==> src/rtl/mux2_1_sync.sv <==
// mux2_1_sync: width-parameterised 2:1 multiplexer with a zero-latency
// combinational result and a registered observation path for downstream
// logic and debug.
//
// Parameters:
//   WIDTH  data width of in1, in2, out, out_q
//   CNT_W  width of the saturating select-switch counter
//
// Ports:
//   clk           rising-edge clock
//   rst           synchronous active-high reset (registered path only)
//   in1           data chosen when select = 0
//   in2           data chosen when select = 1
//   select        selection line
//   out           combinational mux result, independent of clk and rst
//   out_q         out registered on clk
//   sel_q         select registered on clk
//   sel_change    one-cycle pulse when the sampled select differs from sel_q
//   switch_count  select transitions since reset, saturating at all-ones
module mux2_1_sync #(
  parameter int unsigned WIDTH = 1,
  parameter int unsigned CNT_W = 8
) (
  input  logic             clk,
  input  logic             rst,
  input  logic [WIDTH-1:0] in1,
  input  logic [WIDTH-1:0] in2,
  input  logic             select,
  output logic [WIDTH-1:0] out,
  output logic [WIDTH-1:0] out_q,
  output logic             sel_q,
  output logic             sel_change,
  output logic [CNT_W-1:0] switch_count
);

  localparam logic [CNT_W-1:0] CNT_MAX = {CNT_W{1'b1}};

  // Steering path. The conditional operator gives no priority to either input:
  // an unknown select yields X on every bit where in1 and in2 disagree.
  assign out = select ? in2 : in1;

  // Edge detect against the previously registered select.
  logic sel_diff;
  assign sel_diff = (select != sel_q);

  // Registered observation path; reset overrides every update.
  always_ff @(posedge clk) begin
    if (rst) begin
      out_q        <= '0;
      sel_q        <= 1'b0;
      sel_change   <= 1'b0;
      switch_count <= '0;
    end else begin
      out_q      <= out;
      sel_q      <= select;
      sel_change <= sel_diff;
      if (sel_diff && (switch_count != CNT_MAX)) begin
        switch_count <= switch_count + CNT_W'(1);
      end
    end
  end

endmodule

==> config.mk <==
export PLATFORM = sky130hd
export DESIGN_NAME = mux2_1_sync
export DESIGN_NICKNAME = d
export VERILOG_FILES = /design/src/rtl/mux2_1_sync.sv
export SDC_FILE = /design/constraint.sdc
export NUM_CORES = 1
export LEC_CHECK = 0
export ABC_AREA = 0
export CAP_MARGIN = 5
export CORE_AREA = 2 2 39 41
export DETAILED_ROUTE_END_ITERATION = 8
export DIE_AREA = 0 0 41 43
export PLACE_DENSITY = 0.72
export SLEW_MARGIN = 20
export SYNTH_ARGS = -nofsm -noshare
export SYNTH_HDL_FRONTEND = slang
export SYNTH_SLANG_ARGS = --single-unit
==> constraint.sdc <==
create_clock -name clk -period 1.65 [get_ports clk]
set_input_delay 0.33 -clock clk [delete_from_list [all_inputs] [get_ports clk]]
set_output_delay 0.33 -clock clk [all_outputs]
set_load 0.03 [all_outputs]
==> metrics.md <==
| Metric | Value |
|---|---|
| Final Cell Area | `between 700 and 800 um^2` |
| Top_reg_cell synth | `dfxtp_1` |
| Sequential share of power | `0.486` |
| Clock Skew | `4.18 ps` |
| Clock latency on the worst-skew pair | `~270 ps` |
| Cell taking the most area after synthesis | `dfxtp_1` |
| Tmin final | `1610 ps` |
| Gpl congestion | `roughly 0.81` |
| # nets final | `just over 80` |
| Static leakage | `between 0.3 and 0.4 nW` |
| Largest net degree at the start of global routing | `12` |
| Max cap viols | `0` |
| Crit Path Max Fanout | `2` |
| Die ar. | `~1800 um^2` |
| Row cnt | `14` |
| CP required | `around 1300 ps` |
| Synthesis-stage register bit count | `11` |
| Setup violators final | `0` |
| Async SR Flop Fraction | `0` |
| Max Slew Vio Count | `0` |
| Final Hold Fails | `0` |
| Root buffer cell | `clkbuf_4` |
| Die X | `41 um` |
| Total CTS buffers | `3` |
| Final WS setup | `~36 ps` |
| Io pins | `17` |
| DR iter-0 viols | `5` |
| Clock share of power | `0.322` |
| Vias in the first global route | `a little under 400` |
| Post-Route WL | `1.06 mm` |
| Drt wl/cell | `approximately 12 um` |
| CTS tree | `yes` |
| DP Worst Slack | `-437 ps` |
| Die Height | `around 43 um` |
| Most instantiated library cell after synthesis | `dfxtp_1` |
| Final Cycle Share | `0.978` |
| Worst-path clk slew | `~70 ps` |
| Vias per cell | `4.97` |
| Crit path launch type | `input pin` |
| CP Data Arrival Time | `1280 ps` |
| First-pass GRT wire length | `approximately 1.7 mm` |
| CP Capture Type | `output port` |
| Relative slew margins | `0.746` |
| Syn Inst Count | `53` |
| Switching share of power | `0.285` |
| Max IR drop VDD | `slightly below 0.4 mV` |
| TritonRoute pass-1 iters | `2` |
| Top post-synthesis cells by area | `dfxtp_1 (46%), nor2_1 (7.1%), nor3_1 (5.2%)` |
| Run status | `completed` |
| Vias | `roughly 460` |
| Fraction of layout cells with a size suffix above 1 | `0.145` |
| Placed cell areas | `~680 um^2` |
| Gate power share | `0.191` |
| Worst min-delay path class | `reg2reg` |
| Antenna Nets Post-Route | `0` |
| Remaining DRCs | `0` |
| Fmax | `just over 0.6 GHz` |
| Antenna cells | `0` |
| Clock sink count | `11` |
| TNS Setup | `0 ps` |
| Post-Syn Area per Cell | `roughly 9 um^2` |
| Psw | `between 150 and 200 uW` |
| Core ar. | `roughly 1400 um^2` |
| Clock tree buffer depth | `2` |
| Port Buf Inserts | `16` |
| Area grow syn2layout | `49.6%` |
| Starting density of the core | `0.344` |
| Int Power | `approximately 420 uW` |
| Seq/Total Area, Yosys | `0.462` |
| Synth cell count leaders | `dfxtp_1 (11), nor2_1 (9), nor3_1 (5), nand2_1 (4)` |
| Postcts setup bufs | `0` |
| Synthesized area | `477 um^2` |
| Grt total ovfl | `0` |
| HPWL after DPL | `roughly 760 um` |
| Gr usage total | `0.137` |
| Area share of the largest cell type after synthesis | `0.462` |
| CTS H-tree depth | `1` |
| Antenna violations before repair | `0` |
| Post-Synthesis Net Count | `between 50 and 60` |
| Worst Setup Path Type | `in2out` |
| RSZ-0062 raised after global routing | `no` |
| Synth warn | `0` |
| Post-synth EDFFs | `0` |
| Tightest Pin Transition | `about 380 ps` |
| PD cells | `around 830 nW/um^2` |
| Synth unique cells | `21` |
-- sequential cells by signal (all words and copies together) (netlist names) --
register      cells
switch_count      8
out_q             1
sel_change        1
sel_q             1
-- layout make-up --
class | instances | area [um^2]
fillers | 137 | 671
flip-flops and latches | 11 | 220
multi-input cells | 41 | 265
well taps | 16 | 20.0
clock buffers | 4 | 26.3
repair buffers | 20 | 181
-- through the flow --
step                std cells   util  hold WS (ps)  power (mW)
floorplan                  53      -           402       0.356
global placement           88  0.494           534       0.408
detailed placement         88  0.494           542       0.412
CTS                        92  0.506           554       0.591
global route               92  0.515           565       0.622
finish                     92  0.515           559       0.594
-- final timing paths --
| check | cells past startpoint | endpoint | slack, ps | start |
|---|---|---|---|---|
| setup / recovery | 3 | out | 40 | select |
| hold / removal | 2 | switch_count[6] | 560 | switch_count[6] |
| setup reg to reg | 5 | switch_count[1] | 210 | switch_count[0] |
| hold reg to reg | 2 | switch_count[6] | 560 | switch_count[6] |
-- power by group through the flow --
stage | clock [mW] | combinational [mW] | sequential, mW
2_1_floorplan | 0 | 0.0369 | 0.320
3_3_place_gp | 0 | 0.113 | 0.294
3_5_place_dp | 0 | 0.116 | 0.296
4_1_cts | 0.191 | 0.111 | 0.289
5_1_grt | 0.209 | 0.122 | 0.291
6_report | 0.192 | 0.114 | 0.289
-- routing by layer --
layer  routed length (um)  global-route usage  share of wire  vias up
met5                    0                   0              0        -
met4                   11              0.0600          0.010        0
met3                   47              0.0314          0.044        2
met2                  482               0.184           0.45       10
met1                  518               0.201           0.49      207
li1                     -                   -              -      238
-- placed cells by master, fill, tap and decap left out --
cell / count
nand2_1: 4
o311a_1: 1
nor3_1: 5
a21oi_1: 2
nand3_1: 3
nor2b_1: 3
nor2_2: 1
mux2i_1: 2
xor2_1: 2
ha_1: 1
xnor2_1: 1
mux2_4: 1
o31ai_4: 1
clkbuf_1: 1
dlygate4sd2_1: 8
buf_6: 1
clkbuf_4: 3
a211oi_1: 1
nor2_1: 9
nand4_1: 1
clkdlybuf4s50_1: 7
a311oi_1: 1
a31oi_1: 1
nor3b_1: 1
dfxtp_1: 11
buf_4: 4
-- kinds of logic (layout without fill, tap and decap cells) --
| kind of cell | count (synthesis) | after routing | synth area share |
|---|---|---|---|
| XOR/XNOR | 3 | 3 | 0.0551 |
| adder cells (fa/ha/maj) | 1 | 1 | 0.0262 |
| AND/OR/NAND/NOR | 27 | 27 | 0.268 |
| flip-flops | 11 | 11 | 0.462 |
| multiplexers | 3 | 3 | 0.0656 |
| buffers and inverters | 1 | 24 | 0.00787 |
| AO/OA/AOI/OAI | 7 | 7 | 0.116 |
-- timing repair --
item	in CTS	in global routing
hold buffers	0	0
pin swaps	0	0
resized for setup	15	2
endpoints found under the setup margin	9	2
gates cloned	0	0
-- critical path, cell delays in order --
cell and delay (ps):
clkdlybuf4s50_1 500, mux2_4 320, buf_6 140
No activity file was read; power rests on OpenSTA's default activity.
